===== src/rtl/generic_1clk_fifo_ctrl.sv =====
// Single-clock FIFO controller with register-array storage, programmable almost flags,
// synchronous flush, optional first-word-fall-through read and sticky error flags.
module generic_1clk_fifo_ctrl #(
    parameter int unsigned DAT_WIDTH      = 32,
    parameter int unsigned NUM_OF_ENTRIES = 24,
    parameter int unsigned PTR_WIDTH      = 5,
    parameter int unsigned AFULL_THR      = 20,
    parameter int unsigned AEMPTY_THR     = 4,
    parameter int unsigned FWFT           = 0
) (
    input  logic                 clk,
    input  logic                 reset,
    input  logic                 flush,
    input  logic                 wr_op,
    input  logic [DAT_WIDTH-1:0] wr_data,
    input  logic                 rd_op,
    output logic [DAT_WIDTH-1:0] rd_data,
    output logic                 rd_valid,
    output logic                 full,
    output logic                 empty,
    output logic                 almost_full,
    output logic                 almost_empty,
    output logic [PTR_WIDTH:0]   entry_used,
    input  logic                 err_clr,
    output logic                 err_wrfull,
    output logic                 err_rdempty
);

    localparam int unsigned CNT_WIDTH = PTR_WIDTH + 1;

    localparam logic [PTR_WIDTH-1:0] LAST_PTR   = PTR_WIDTH'(NUM_OF_ENTRIES - 1);
    localparam logic [CNT_WIDTH-1:0] DEPTH_CNT  = CNT_WIDTH'(NUM_OF_ENTRIES);
    localparam logic [CNT_WIDTH-1:0] AFULL_CNT  = CNT_WIDTH'(AFULL_THR);
    localparam logic [CNT_WIDTH-1:0] AEMPTY_CNT = CNT_WIDTH'(AEMPTY_THR);
    localparam logic [CNT_WIDTH-1:0] ONE_CNT    = CNT_WIDTH'(1);

    logic [DAT_WIDTH-1:0] mem_q [NUM_OF_ENTRIES];

    logic [PTR_WIDTH-1:0] wr_ptr_q, wr_ptr_d;
    logic [PTR_WIDTH-1:0] rd_ptr_q, rd_ptr_d;
    logic [CNT_WIDTH-1:0] cnt_q, cnt_d;

    logic full_q, full_d;
    logic empty_q, empty_d;
    logic afull_q, afull_d;
    logic aempty_q, aempty_d;
    logic err_wrfull_q, err_wrfull_d;
    logic err_rdempty_q, err_rdempty_d;

    logic wr_acc;
    logic rd_acc;

    // Pointers wrap at the configured depth, which need not be a power of two.
    function automatic logic [PTR_WIDTH-1:0] ptr_inc(input logic [PTR_WIDTH-1:0] ptr);
        if (ptr == LAST_PTR) begin
            return '0;
        end
        return ptr + PTR_WIDTH'(1);
    endfunction

    always_comb begin
        wr_acc = wr_op & ~full_q & ~flush;
        rd_acc = rd_op & ~empty_q & ~flush;

        wr_ptr_d = wr_ptr_q;
        rd_ptr_d = rd_ptr_q;
        cnt_d    = cnt_q;

        if (flush) begin
            wr_ptr_d = '0;
            rd_ptr_d = '0;
            cnt_d    = '0;
        end else begin
            if (wr_acc) begin
                wr_ptr_d = ptr_inc(wr_ptr_q);
            end
            if (rd_acc) begin
                rd_ptr_d = ptr_inc(rd_ptr_q);
            end
            unique case ({wr_acc, rd_acc})
                2'b10:   cnt_d = cnt_q + ONE_CNT;
                2'b01:   cnt_d = cnt_q - ONE_CNT;
                default: cnt_d = cnt_q;
            endcase
        end

        // Flags are computed from the next count so they track entry_used with no lag.
        full_d   = (cnt_d == DEPTH_CNT);
        empty_d  = (cnt_d == '0);
        afull_d  = (cnt_d >= AFULL_CNT);
        aempty_d = (cnt_d <= AEMPTY_CNT);

        // A new error event wins over a simultaneous clear; flush masks the attempt.
        err_wrfull_d  = (wr_op & full_q & ~flush) | (err_wrfull_q & ~err_clr);
        err_rdempty_d = (rd_op & empty_q & ~flush) | (err_rdempty_q & ~err_clr);
    end

    always_ff @(posedge clk) begin
        if (reset) begin
            wr_ptr_q      <= '0;
            rd_ptr_q      <= '0;
            cnt_q         <= '0;
            full_q        <= 1'b0;
            empty_q       <= 1'b1;
            afull_q       <= (AFULL_CNT == '0);
            aempty_q      <= 1'b1;
            err_wrfull_q  <= 1'b0;
            err_rdempty_q <= 1'b0;
        end else begin
            wr_ptr_q      <= wr_ptr_d;
            rd_ptr_q      <= rd_ptr_d;
            cnt_q         <= cnt_d;
            full_q        <= full_d;
            empty_q       <= empty_d;
            afull_q       <= afull_d;
            aempty_q      <= aempty_d;
            err_wrfull_q  <= err_wrfull_d;
            err_rdempty_q <= err_rdempty_d;
        end
    end

    // Storage is intentionally not reset.
    always_ff @(posedge clk) begin
        if (!reset && wr_acc) begin
            mem_q[wr_ptr_q] <= wr_data;
        end
    end

    generate
        if (FWFT == 0) begin : g_reg_read
            logic [DAT_WIDTH-1:0] rd_data_q;
            logic                 rd_valid_q;

            always_ff @(posedge clk) begin
                if (reset) begin
                    rd_data_q  <= '0;
                    rd_valid_q <= 1'b0;
                end else begin
                    rd_valid_q <= rd_acc;
                    if (rd_acc) begin
                        rd_data_q <= mem_q[rd_ptr_q];
                    end
                end
            end

            assign rd_data  = rd_data_q;
            assign rd_valid = rd_valid_q;
        end else begin : g_fwft_read
            // Head entry is shown directly; zero while empty so reset shows a clean bus.
            assign rd_data  = empty_q ? '0 : mem_q[rd_ptr_q];
            assign rd_valid = ~empty_q;
        end
    endgenerate

    assign full         = full_q;
    assign empty        = empty_q;
    assign almost_full  = afull_q;
    assign almost_empty = aempty_q;
    assign entry_used   = cnt_q;
    assign err_wrfull   = err_wrfull_q;
    assign err_rdempty  = err_rdempty_q;

endmodule


===== config.mk =====
export PLATFORM = sky130hd
export DESIGN_NAME = generic_1clk_fifo_ctrl
export DESIGN_NICKNAME = d
export VERILOG_FILES = /design/src/rtl/generic_1clk_fifo_ctrl.sv
export SDC_FILE = /design/constraint.sdc
export NUM_CORES = 1
export LEC_CHECK = 0
export CORE_MARGIN = 3
export CORE_UTILIZATION = 35
export CTS_BUF_LIST = sky130_fd_sc_hd__clkbuf_2 sky130_fd_sc_hd__clkbuf_4 sky130_fd_sc_hd__clkbuf_8
export DETAILED_ROUTE_END_ITERATION = 8
export GPL_TIMING_DRIVEN = 0
export PLACE_DENSITY = 0.53
export SETUP_SLACK_MARGIN = 0.2
export SLEW_MARGIN = 15
export SYNTH_ARGS = -nofsm -noshare
export SYNTH_HDL_FRONTEND = slang
export SYNTH_SLANG_ARGS = --single-unit

===== constraint.sdc =====
create_clock -name clk -period 8.65 [get_ports clk]
set_input_delay 1.2975 -clock clk [delete_from_list [all_inputs] [get_ports clk]]
set_output_delay 1.2975 -clock clk [all_outputs]
set_load 0.01 [all_outputs]

==> run metrics, run 1 <==
hold buffer count at CTS 0; Final Routed Wirelength approximately 80000 um; crit end category register; Max VDD drop approximately 120 uV; setup repair after global routing missed its margin false; Hold Vio Cnt, Final 0; WHS 0.474 ns; startpoint kind of the worst setup timing path primary input; number of global-route vias before repair approximately 17000; GRT overflow 0; Layout Area Growth over Synthesis 19.9%; max-slew violations 0; Worst Path Max Fanout 10; Reg2Reg Capture Point empty; first drt pass iteration count 5; vertical die dimension 307 um; Min-Delay Startpoint err_rdempty; Critical Path Slowest Stage Cell sky130_fd_sc_hd__clkbuf_1; met1 GRT Util 0.235; unique cell type count in the Yosys netlist around 50; fin cells 3049; highest clock frequency the design can meet 209 MHz; max_cap viols 0; CTS tree yes; wire length of the first global-routing pass between 100000 and 150000 um; flop2flop setup slack 4.71 ns; largest stage delay on the critical path 0.65 ns; CP required 9.37 ns; count of nets after finishing approximately 1800; number of filler instances in the final layout 7795; CTS max path bufs 3; half-perimeter wire length of the detailed placement result 53600 um; Top delay family on crit path buffers and inverters; synthesized area divided by synthesized cell count around 21 um2; arrival time of the worst setup path 5.51 ns; worst setup skew after layout 0.0495 ns; Critical Path, Cell by Cell clkdlybuf4s50_1 -> or3b_4 -> clkinv_4 -> clkbuf_1 -> clkbuf_1 -> ha_1 -> a21o_1 -> a21oi_1 -> or3b_1 -> mux2i_1 -> a2111o_1 -> o21ai_1; Ys Warns 0; grt met3 use 0.0387; via count normalized by instance count 5.26; fraction of final layout cells with drive strength greater than 1 0.300; Final period util 0.554; pin count of the biggest net entering global routing 25; fraction of synthesized cell area taken by the top area cell type 0.725; result of the run finished clean; source of the worst register-to-register timing path empty; DR WL/cell 25.9 um; worst slew margin relative to its limit 0.313; worst hold path endpoint err_rdempty; most frequently used cell type in the post-synthesis netlist sky130_fd_sc_hd__edfxtp_1; starting density of the core 0.356; gate count after technology mapping 1514; Total Neg Setup Slack 0 ns; proportion of synthesized flip-flops having asynchronous set or reset 0; Setup-failing EPs final 0; Resized Gates After CTS 0; most utilized layer in the global route result met2; startpoint-to-endpoint class of the critical path in2reg; number of I/O pins 83; ANT nets after route 0; Bufs and invs on worst path 4; ranking of synthesized cells by instance count sky130_fd_sc_hd__edfxtp_1, sky130_fd_sc_hd__mux4_2, sky130_fd_sc_hd__a211oi_1, sky130_fd_sc_hd__nor2_1, sky130_fd_sc_hd__dfxtp_1; Critical Path Most Common Cell sky130_fd_sc_hd__clkbuf_1; path class of the lowest-slack min-delay path reg2reg; transition time at the pin with the least slew margin 1.03 ns; clk_lat worst skew 0.79 ns; biggest area contributors in the synthesized netlist sky130_fd_sc_hd__edfxtp_1, sky130_fd_sc_hd__mux4_2, sky130_fd_sc_hd__dfxtp_1, sky130_fd_sc_hd__a211oi_1, sky130_fd_sc_hd__mux2_2; number of instances on the worst hold path 2; flip-flop and latch count after synthesis 823; cell total after placement about 2800; Die W 307 um; number of vias in the routed layout 16000; count of flip-flops with a built-in enable after synthesis roughly 770; post-synth top area cell sky130_fd_sc_hd__edfxtp_1; part of the Yosys area used for sequential elements 0.760; P_leak between 10 and 15 nW; number of placement rows between 100 and 150; number of buffers created by CTS 136; clock slew at reported path FFs 0.06 ns; grt met2 use 0.270; top_reg_cell synth sky130_fd_sc_hd__edfxtp_1; Power per Cell Area around 210 nW/um2; number of buffer cells added on primary ports around 80; number of levels in the clock H-tree 4; CTS Root Buffer Type sky130_fd_sc_hd__clkbuf_8; number of antenna violations at the first check in global routing 2; Initial DRC Count 1525; clock sinks 823; netlist area before placement approximately 32000 um2; number of remaining DRC errors 0; overall track demand over capacity in global routing 0.171; Final Wtd Congestion between 0.7 and 0.8; Mapped Nets 1559; die footprint 94500 um2; cells on worst reg2reg path 11; buffer count from post-CTS setup fixing 0; shortest period the worst path allows about 4.8 ns; Core Footprint between 80000 and 90000 um2
## final cells by class
type,count,area (um2),share of cell area
Sequential cell,823,24200,0.634
Multi-Input combinational cell,591,7250,0.190
Clock buffer,189,2290,0.0602
Timing Repair Buffer,126,1920,0.0504
Tap cell,1165,1460,0.0382
Buffer,93,518,0.0136
Clock inverter,53,482,0.0126
Inverter,7,31.3,0.000820
Antenna cell,2,5.00,0.000131
## worst max-delay path by stage
stage                     startpoint            end  slack (ns)  depth (start not counted)
after floorplan                flush   mem_q[23][0]        4.21                          3
final                          flush          empty        3.86                         12
after detailed placement       flush          empty        3.04                         12
after CTS                      flush          empty        3.93                         12
after global placement         flush  mem_q[23][22]        0.32                          4
after global routing           flush   almost_empty        3.72                         12
## power breakdown
| group | leakage [nW] | total, W | internal, W | switching, W |
|---|---|---|---|---|
| combinational | 2.72 | 0.000130 | 0.0000418 | 0.0000885 |
| clock | 1.47 | 0.00348 | 0.00194 | 0.00154 |
| sequential | 7.35 | 0.00436 | 0.00436 | 0.00000340 |
## state kept, by name, summed over array words and instances (netlist names), 5 cells and up
name / count
mem_q: 768
entry_used: 6
wr_ptr_q: 5
rd_ptr_q: 5
rd_data: 32
## per-stage QoR
stage / utilization / setup slack, ns / area (um2) / total power [W]
2_1_floorplan: - / 4.21 / 31800 / 0.00448
4_1_cts: 0.427 / 3.93 / 38100 / 0.00806
5_1_grt: 0.427 / 3.72 / 38100 / 0.00826
6_report: 0.427 / 3.86 / 38100 / 0.00797
3_3_place_gp: 0.382 / 0.325 / 34100 / 0.00457
3_5_place_dp: 0.396 / 3.04 / 35300 / 0.00458
## tightest hold or removal path: cells and delay by family (launching register included)
family	cells	cell delay [ns]
flops	1	0.31
compound gates	1	0.05
simple gates	1	0.07
## layer usage
layer  share of wire  vias to the layer above
met5               0                        -
met4           0.022                        0
met3           0.060                      128
met2            0.48                      523
met1            0.44                     8528
li1                -                     6851
## placed cells by master, fill, tap and decap left out, types with 34 or more instances in the layout
master,count
sky130_fd_sc_hd__clkbuf_1,53
sky130_fd_sc_hd__clkbuf_8,140
sky130_fd_sc_hd__mux2i_1,34
sky130_fd_sc_hd__edfxtp_1,768
sky130_fd_sc_hd__clkbuf_4,49
sky130_fd_sc_hd__clkdlybuf4s50_1,82
sky130_fd_sc_hd__dfxtp_1,55
sky130_fd_sc_hd__nor2_1,53
sky130_fd_sc_hd__mux4_2,192
sky130_fd_sc_hd__a211oi_1,96
sky130_fd_sc_hd__buf_16,35
## cells by family after synthesis
logic type,Yosys count,share of synthesized area
flip-flops,823,0.760
multiplexers,258,0.158
AND/OR/NAND/NOR,190,0.0303
AO/OA/AOI/OAI,125,0.0284
buffers and inverters,100,0.0173
XOR/XNOR,11,0.00303
adder cells (fa/ha/maj),7,0.00276
Note: power is estimated with default switching activity, not from simulation.
==> inputs of run 2 (changes only) <==
Clock period 8.65 ns to 4.75 ns, I/O delays scaled along.
==> results of run 2 <==
The final DEF is identical to that of run 1. Status: finished clean.
Among the figures that moved: setup slack after placement 3.04 ns -> -0.271 ns; setup slack after layout 3.86 ns -> 0.543 ns; register-to-register setup slack 4.71 ns -> 0.81 ns; total power 0.00797 W -> 0.0145 W; worst IR drop on VDD 121 uV -> 221 uV
